**config.mk**
```make
export PLATFORM = sky130hd
export DESIGN_NAME = bcd_seg_scan
export DESIGN_NICKNAME = d
export VERILOG_FILES = /design/src/rtl/bcd_seg_scan.sv
export SDC_FILE = /design/constraint.sdc
export NUM_CORES = 1
export LEC_CHECK = 0
export BUFFER_PORTS_ARGS = -buffer_cell sky130_fd_sc_hd__buf_4
export CAP_MARGIN = 10
export CELL_PAD_IN_SITES_DETAIL_PLACEMENT = 0
export CELL_PAD_IN_SITES_GLOBAL_PLACEMENT = 2
export CORE_MARGIN = 1.5
export CORE_UTILIZATION = 35
export CTS_CLUSTER_DIAMETER = 80
export DETAILED_ROUTE_END_ITERATION = 10
export GPL_TIMING_DRIVEN = 0
export PLACE_DENSITY = 0.74
export SYNTH_ARGS = -nofsm -noshare
export SYNTH_HDL_FRONTEND = slang
export SYNTH_SLANG_ARGS = --single-unit
```
**constraint.sdc**
```tcl
create_clock -name clk -period 1.94 [get_ports clk]
set_clock_uncertainty 0.05 [all_clocks]
set_input_delay 0.291 -clock clk [delete_from_list [all_inputs] [get_ports clk]]
set_output_delay 0.291 -clock clk [all_outputs]
set_load 0.01 [all_outputs]
```
**src/rtl/bcd_seg_scan.sv**
```systemverilog
// bcd_seg_scan: multiplexed 3-digit common-anode 7-segment driver for a
// 12-bit BCD value. It does three jobs:
//   - scans the three digits, one digit per refresh slot;
//   - decodes BCD to segments and blanks leading zeros;
//   - updates the displayed value only at frame boundaries, so a frame
//     never shows a mix of old and new digits.
//
// Ports:
//   clk         system clock
//   rst_n       asynchronous active-low reset
//   value       BCD digits: [3:0] units, [7:4] tens, [11:8] hundreds
//   load        one-cycle strobe; captures value as pending display data
//   blank_lz    1 = blank leading zeros (sampled live)
//   seg         segments a..g on bits 0..6, polarity per SEG_ACTIVE_LOW
//   dig_sel     digit enables, bit0 = units, polarity per DIG_ACTIVE_LOW
//   frame_start one-cycle pulse when a frame begins and shadow data updates
module bcd_seg_scan #(
  parameter int unsigned REFRESH_DIV    = 50000,
  parameter int unsigned DIV_W          = 16,
  parameter bit          SEG_ACTIVE_LOW = 1'b1,
  parameter bit          DIG_ACTIVE_LOW = 1'b1
) (
  input  logic        clk,
  input  logic        rst_n,
  input  logic [11:0] value,
  input  logic        load,
  input  logic        blank_lz,
  output logic [6:0]  seg,
  output logic [2:0]  dig_sel,
  output logic        frame_start
);

  // Output levels that leave every segment and every digit dark.
  localparam logic [6:0] SegOff = {7{SEG_ACTIVE_LOW}};
  localparam logic [2:0] DigOff = {3{DIG_ACTIVE_LOW}};
  localparam logic [DIV_W-1:0] DivLast = DIV_W'(REFRESH_DIV - 1);

  typedef enum logic [1:0] {
    IdxUnits = 2'd0,
    IdxTens  = 2'd1,
    IdxHund  = 2'd2
  } idx_e;

  logic [DIV_W-1:0] div_cnt_q, div_cnt_d;
  idx_e             idx_q, idx_d;
  logic [11:0]      shadow_q, shadow_d;
  logic [11:0]      pending_q, pending_d;
  logic             pend_valid_q, pend_valid_d;
  logic             frame_start_q, frame_start_d;
  logic [6:0]       seg_q, seg_d;
  logic [2:0]       dig_sel_q, dig_sel_d;

  logic       tick;
  logic       boundary;
  logic [3:0] hund_nib, tens_nib, unit_nib;
  logic       hund_blank, tens_blank;
  logic [3:0] cur_nib;
  logic       cur_blank;
  logic [6:0] seg_act;
  logic [2:0] dig_act;

  // Active-high segment pattern, bit0 = a .. bit6 = g.
  function automatic logic [6:0] bcd_to_seg(input logic [3:0] d);
    logic [6:0] s;
    case (d)
      4'h0:    s = 7'h3F;
      4'h1:    s = 7'h06;
      4'h2:    s = 7'h5B;
      4'h3:    s = 7'h4F;
      4'h4:    s = 7'h66;
      4'h5:    s = 7'h6D;
      4'h6:    s = 7'h7D;
      4'h7:    s = 7'h07;
      4'h8:    s = 7'h7F;
      4'h9:    s = 7'h6F;
      4'hF:    s = 7'h00; // no-key code from the encoder shows as blank
      default: s = 7'h40; // A..E render as a dash
    endcase
    return s;
  endfunction

  // Refresh timing, digit index, pending capture and frame-aligned shadow update.
  always_comb begin
    div_cnt_d     = div_cnt_q + 1'b1;
    idx_d         = idx_q;
    shadow_d      = shadow_q;
    pending_d     = pending_q;
    pend_valid_d  = pend_valid_q;
    frame_start_d = 1'b0;

    tick     = (div_cnt_q == DivLast);
    boundary = tick && (idx_q == IdxHund);

    if (tick) begin
      div_cnt_d = '0;
      case (idx_q)
        IdxUnits: idx_d = IdxTens;
        IdxTens:  idx_d = IdxHund;
        default:  idx_d = IdxUnits;
      endcase
    end

    if (load) begin
      pending_d    = value;
      pend_valid_d = 1'b1;
    end

    if (boundary) begin
      // A load on the boundary cycle bypasses pending so it lands in this frame.
      if (load) begin
        shadow_d = value;
      end else if (pend_valid_q) begin
        shadow_d = pending_q;
      end
      pend_valid_d  = 1'b0;
      frame_start_d = 1'b1;
    end
  end

  // Leading-zero blanking works on the shadow copy, so it is stable for a whole frame.
  always_comb begin
    hund_nib   = shadow_q[11:8];
    tens_nib   = shadow_q[7:4];
    unit_nib   = shadow_q[3:0];
    hund_blank = blank_lz && ((hund_nib == 4'h0) || (hund_nib == 4'hF));
    tens_blank = blank_lz && (tens_nib == 4'h0) && hund_blank;

    cur_nib   = unit_nib;
    cur_blank = 1'b0;
    dig_act   = 3'b001;
    case (idx_q)
      IdxTens: begin
        cur_nib   = tens_nib;
        cur_blank = tens_blank;
        dig_act   = 3'b010;
      end
      IdxHund: begin
        cur_nib   = hund_nib;
        cur_blank = hund_blank;
        dig_act   = 3'b100;
      end
      default: begin
        cur_nib   = unit_nib;
        cur_blank = 1'b0;
        dig_act   = 3'b001;
      end
    endcase

    seg_act   = cur_blank ? 7'h00 : bcd_to_seg(cur_nib);
    seg_d     = SEG_ACTIVE_LOW ? ~seg_act : seg_act;
    dig_sel_d = DIG_ACTIVE_LOW ? ~dig_act : dig_act;
  end

  always_ff @(posedge clk or negedge rst_n) begin
    if (!rst_n) begin
      div_cnt_q     <= '0;
      idx_q         <= IdxUnits;
      shadow_q      <= 12'hFFF;
      pending_q     <= 12'hFFF;
      pend_valid_q  <= 1'b0;
      frame_start_q <= 1'b0;
      seg_q         <= SegOff;
      dig_sel_q     <= DigOff;
    end else begin
      div_cnt_q     <= div_cnt_d;
      idx_q         <= idx_d;
      shadow_q      <= shadow_d;
      pending_q     <= pending_d;
      pend_valid_q  <= pend_valid_d;
      frame_start_q <= frame_start_d;
      seg_q         <= seg_d;
      dig_sel_q     <= dig_sel_d;
    end
  end

  assign seg         = seg_q;
  assign dig_sel     = dig_sel_q;
  assign frame_start = frame_start_q;

endmodule

```
[Word-level counts from Yosys, hierarchy flattened]
Memory sizes are Yosys's and may differ from the RTL's.
Cells that the tools add are included.
Storage, ports and cells
  bits in registers: 54
  ROM bits: 112
  bits of input ports: 16
  output and inout bits: 11
  word-level logic and storage cells: 38
  memories: 1
Memory list
  (no name shown): depth 16, width 7, read ports 1, clocked after Yosys merged registers in 0, wr ports 0, line 65  | case (d)
Cells by class
  $add $sub $neg: 1
  equal/unequal tests: 4
  muxes and demuxes: 11
  bitwise logic cells: 2
  reductions and logical operators: 11
Operators with widths (count)
  2-to-1 mux 12 bit: 2
  adder 16 x 1 -> 16 bit, second input constant: 1
  equality test 16 bit, second input constant: 1
  2-to-1 mux 16 bit: 1
  zero test 4 bit: 2
  one-hot mux 4 bit (2 select lines): 1
  2-to-1 mux 7 bit: 1
  NOT 7 bit: 1
  one-hot mux 3 bit (2 select lines): 1
  equality test 4 bit, second input constant: 1
  logical AND 1 bit: 4
  one-hot mux 2 bit (2 select lines): 1
  nonzero test 2 bit: 2
  2-to-1 mux 1 bit: 3
  NOT 3 bit: 1
  equality test 2 x 1 -> 1 bit, second input constant: 1
  equality test 2 bit, second input constant: 1
  zero test 2 bit: 1
  one-hot mux 1 bit (2 select lines): 1
  AND reduction 2 bit: 1
  logical OR 1 bit: 1

[Longest topological paths before layout]
  word-level depth: 7
  depth in mapped cells: 10
  mapped depth without buffers: 9

[Worst setup path after synthesis]
Ideal clock, no wire load.
  path kind: reg2reg
  start: register idx_q[0]
  end: register seg_q[4] (netlist: seg[4])
  setup time: 79 ps
  arrival time: 2001 ps
  slack: -190 ps
  cell stages (with the launch flop): 11
  path buffers: 1
  period minus slack after synthesis: 2130 ps
  cell sequence: dfrtp_1 > inv_1 > ha_1 > clkbuf_1 > nor2_1 > a21oi_1 > inv_1 > ha_1 > a211oi_1 > a211oi_1 > o21ai_0
Between the ends
  cells in the longest elaborated chain, start to end: 5
  elaborated cells on any way between the ends: 7
  classes of those cells: eq/ne: 2; mux: 3; bitwise: 1; memory: 1
RTL lines
  start, declared: line 45  | idx_e idx_q, idx_d;
  start signal, assigned: line 157  | idx_q <= IdxUnits;
  start signal, assigned: line 166  | idx_q <= idx_d;
  equality test 2 bit / equality test 2 x 1 -> 1 bit (equally long branches): line 131  | case (idx_q)
  one-hot mux 4 bit (2 select lines): line 131
  memory (16 x 7 bit)
  2-to-1 mux 7 bit *: line 149  | seg_act = cur_blank ? 7'h00 : bcd_to_seg(cur_nib);
  NOT 7 bit *: line 150  | seg_d = SEG_ACTIVE_LOW ? ~seg_act : seg_act;
  via seg_d[4]: line 50  | logic [6:0] seg_q, seg_d;
  end signal, assigned: line 162  | seg_q <= SegOff;
  end signal, assigned: line 171  | seg_q <= seg_d;
  end, declared: line 50
Mark *: on every way through the listed nets, which the timed path passes. The rest lies on a longest branch.
A chain may end at the register's enable or synchronous reset.

[Final worst setup path]
  start: register div_cnt_q[4]
  end: register shadow_q[4]
Between the ends
  cells in the longest elaborated chain, start to end: 3
RTL lines
  start, declared: line 44  | logic [DIV_W-1:0] div_cnt_q, div_cnt_d;
  start signal, assigned: line 165  | div_cnt_q <= div_cnt_d;
  equality test 16 bit: line 91  | tick = (div_cnt_q == DivLast);
  logical AND 1 bit: line 92  | boundary = tick && (idx_q == IdxHund);
  AND reduction 2 bit (no source line)
  end signal, assigned: line 167  | shadow_q <= shadow_d;
  end, declared: line 46  | logic [11:0] shadow_q, shadow_d;
No other way between the ends.

==> results_dict.tcl <==
set metrics [dict create \
    rows 30 \
    slew_violations 0 \
    critical_path_max_stage_delay_ns 0.45 \
    drv_cap 0 \
    antenna_violating_nets_post_route 0 \
    clkLatencyLatePin_ns 0.31 \
    post-place-ws_ns -0.324 \
    cts_inserted_buffers 5 \
    vias_in_the_first_global_route 1706 \
    floorplan.die.width_um 88.3 \
    floorplan.die_area_um2 7800 \
    leakage_power_summed_over_all_cells_nw 1.41 \
    rsz0062_at_grt "yes" \
    run_status "completed" \
    pwr_density_cell_nw_per_um2 645 \
    synth_top_family_by_area "simple AND/OR/NAND/NOR gates" \
    commonest_non_fill_non_tap_cells_in_the_layout "sky130_fd_sc_hd__buf_4 (49), sky130_fd_sc_hd__dfstp_2 (34), sky130_fd_sc_hd__dfrtp_1 (18)" \
    gpl.final_weighted_congestion 0.748 \
    floorplan.die.height_um 88.3 \
    dp.final_hpwl_um 3270 \
    clock_tree.htree_level_count 2 \
    detailedRoute.firstIterationViolations 68 \
    cp.required_ns 2.13 \
    end_kind "flop" \
    synth_area_in_adders 0.0491 \
    top_level_ports 27 \
    commonest_non_fill_non_tap_cell_in_the_layout "sky130_fd_sc_hd__buf_4" \
    synth-compound-area-share 0.0687 \
    count_of_flip_flops_with_a_built_in_enable_after_synthesis 0 \
    cp_top_family "simple AND/OR/NAND/NOR gates" \
    timing.critical_path.fanout_max 5 \
    drc_errors 0 \
    number_of_synthesized_register_bits 54 \
    worst_slew_pin_slew_ns 0.657 \
    synth.net_count 227 \
    final_number_of_setup_violating_endpoints 0 \
    synth_top_area_share 0.351 \
    vdd_drop_max_mv 0.299 \
    crit_path_cell_trace "buf_6, nor4b_4, nand4_1, or3_4, buf_12, mux2_4" \
    synthToLayoutAreaGrowth_pct 29.8 \
    timing.final.crit_share 0.999 \
    first_pass_grt_wire_length_um 8380 \
    timing_worst_setup_path_type "reg2reg" \
    cp.buffers_inverters 2 \
    timing.max_slew.rel_slack 0.562 \
    grt_antenna_before_repair 0 \
    synth_mux_area_frac 0.133 \
    yosys.area.top_type "sky130_fd_sc_hd__dfstp_2" \
    pin_count_of_the_biggest_net_entering_global_routing 55 \
    average_wire_length_per_cell_after_detail_routing_um 14.1 \
    finish.utilization 0.479 \
    final_layout_size_suffix_gt1_frac 0.550 \
    maxClockFrequency_mhz 516 \
    initial_core_util 0.369 \
    reg2regPathDepth 6 \
    synth_top_flop_cell "sky130_fd_sc_hd__dfstp_2" \
    post_synth_main_area_contributors "sky130_fd_sc_hd__dfstp_2 (35%), sky130_fd_sc_hd__dfrtp_1 (20%), sky130_fd_sc_hd__mux2_2 (6.2%), sky130_fd_sc_hd__mux2_4 (5.9%), sky130_fd_sc_hd__ha_1 (4.9%)" \
    postSynthAreaPerCell_um2 12.7 \
    synth_sequential_area_ratio 0.547 \
    fin_worst_hold_slack_ns 0.179 \
    path_clk_slew_ns 0.09 \
    diodes 0 \
    synth_xor_xnor_area_share 0.0412 \
    synth_warnings 0 \
    layout.nets 287 \
    whs_path_depth 2 \
    timing.critical_path.from_type "flop" \
    post-route-worst-setup-slack_ns 0.00262 \
    async_flop_share 1.00 \
    cts-root-to-sink-buffers 2 \
    period_minus_slack_ns 1.94 \
    viasPerCell 4.80 \
    tritoncts "yes" \
    postRouteWirelength_um 5030 \
    yosysUniqueCellTypes 35 \
    route.vias.total 1718 \
    timing.critical_path.slowest_stage_cell "sky130_fd_sc_hd__or3_4" \
    cts-root-buf "sky130_fd_sc_hd__clkbuf_8" \
    io_buffer_count 26 \
    holdCritPathClass "in2reg" \
    drt_pass1_iterations 4 \
    cp.depth 6 \
    cts.sink_count 54 \
    netlist_area_um2 2550 \
    core_area_um2 6910 \
    netlist_instances 201 \
    total_routing_resource_utilization_after_global_routing 0.143 \
    hold_viol 0 \
    synthSimpleGateAreaFrac 0.136 \
    worstPathArrival_ns 2.13 \
    grt_remaining_overflow 0 \
]
worst reg2reg max path: stages, from the launching register on:
cell,delay [ns]
sky130_fd_sc_hd__dfrtp_1,0.38
sky130_fd_sc_hd__buf_6,0.12
sky130_fd_sc_hd__nor4b_4,0.27
sky130_fd_sc_hd__nand4_1,0.14
sky130_fd_sc_hd__or3_4,0.45
sky130_fd_sc_hd__buf_12,0.16
sky130_fd_sc_hd__mux2_4,0.30
through the flow:
stage	area [µm²]	power [mW]	TNS (ns)	std cells
3_3_place_gp	2880	1.40	-2.51	323
6_report	3310	2.13	0	358
5_1_grt	3310	2.24	-0.695	358
3_5_place_dp	2880	1.40	-2.35	323
2_1_floorplan	2560	1.32	-0.00992	201
4_1_cts	3170	2.15	-0.195	345
path summary, 6_finish.rpt:
path                                           from                        to  slack (ns)
max                          div_cnt_q[4]$_DFF_PN0_   shadow_q[4]$_DFFE_PN1P_       0.003
min                                        value[3]  pending_q[3]$_DFFE_PN1P_        0.18
max reg2reg                  div_cnt_q[4]$_DFF_PN0_   shadow_q[4]$_DFFE_PN1P_       0.003
min reg2reg                pend_valid_q$_DFFE_PN0P_  pend_valid_q$_DFFE_PN0P_        0.44
max in group asynchronous                     rst_n    div_cnt_q[7]$_DFF_PN0_        0.87
min in group asynchronous                     rst_n    div_cnt_q[0]$_DFF_PN0_        0.51
cell usage after synthesis, types with 7 or more instances:
library cell / number
sky130_fd_sc_hd__dfstp_2: 34
sky130_fd_sc_hd__nand2_1: 7
sky130_fd_sc_hd__xor2_1: 8
sky130_fd_sc_hd__ha_1: 10
sky130_fd_sc_hd__mux2_4: 10
sky130_fd_sc_hd__nand4_1: 9
sky130_fd_sc_hd__dfrtp_1: 20
sky130_fd_sc_hd__mux2_2: 14
sky130_fd_sc_hd__inv_1: 8
sky130_fd_sc_hd__nor2_1: 17
sequential cells by signal, summed over array words and instances, names as in the netlist:
register      count
idx_q             2
shadow_q         12
dig_sel           3
div_cnt_q        16
pend_valid_q      1
pending_q        12
seg               7
frame_start       1
routing by layer:
metal  wire length, µm  GRT usage
met1              2230      0.180
met2              2540      0.241
met3               159     0.0280
met4               104     0.0625
met5                 0          0
logic make-up (layout without fill, tap and decap cells):
kind of cell | after synthesis | count (layout)
AOI/OAI and AO/OA | 27 | 27
xor gates and xnor gates | 12 | 12
adders and majority gates | 10 | 10
buffers and inverters | 13 | 74
DFF | 54 | 54
muxes | 27 | 27
and+or+nand+nor | 58 | 58
power breakdown:
group	switching, mW	internal (mW)	total, mW	leakage, nW
sequential	0.0167	1.20	1.22	0.613
combinational	0.0781	0.0901	0.168	0.743
clock	0.359	0.387	0.746	0.0524
total	0.454	1.68	2.13	1.41
what timing repair did:
action                                  in CTS  in global routing
hold buffers                                 1                  0
endpoints found under the hold margin       20                  0
setup buffers                               12                 14
pin swaps                                    4                  3
gates cloned                                 1                  0
endpoints found under the setup margin      17                 20
gates resized for setup                     18                 13
final cells by class:
type	instances	area, µm²
fillers	641	3600
flip-flops and latches	54	1400
multi-input cells	134	1180
repair buffers	53	422
well taps	96	120
clock buffers	7	76.3
plain buffers	5	53.8
clock inverters	1	30.0
inverters	8	30.0
No activity file was read; power rests on OpenSTA's default activity.
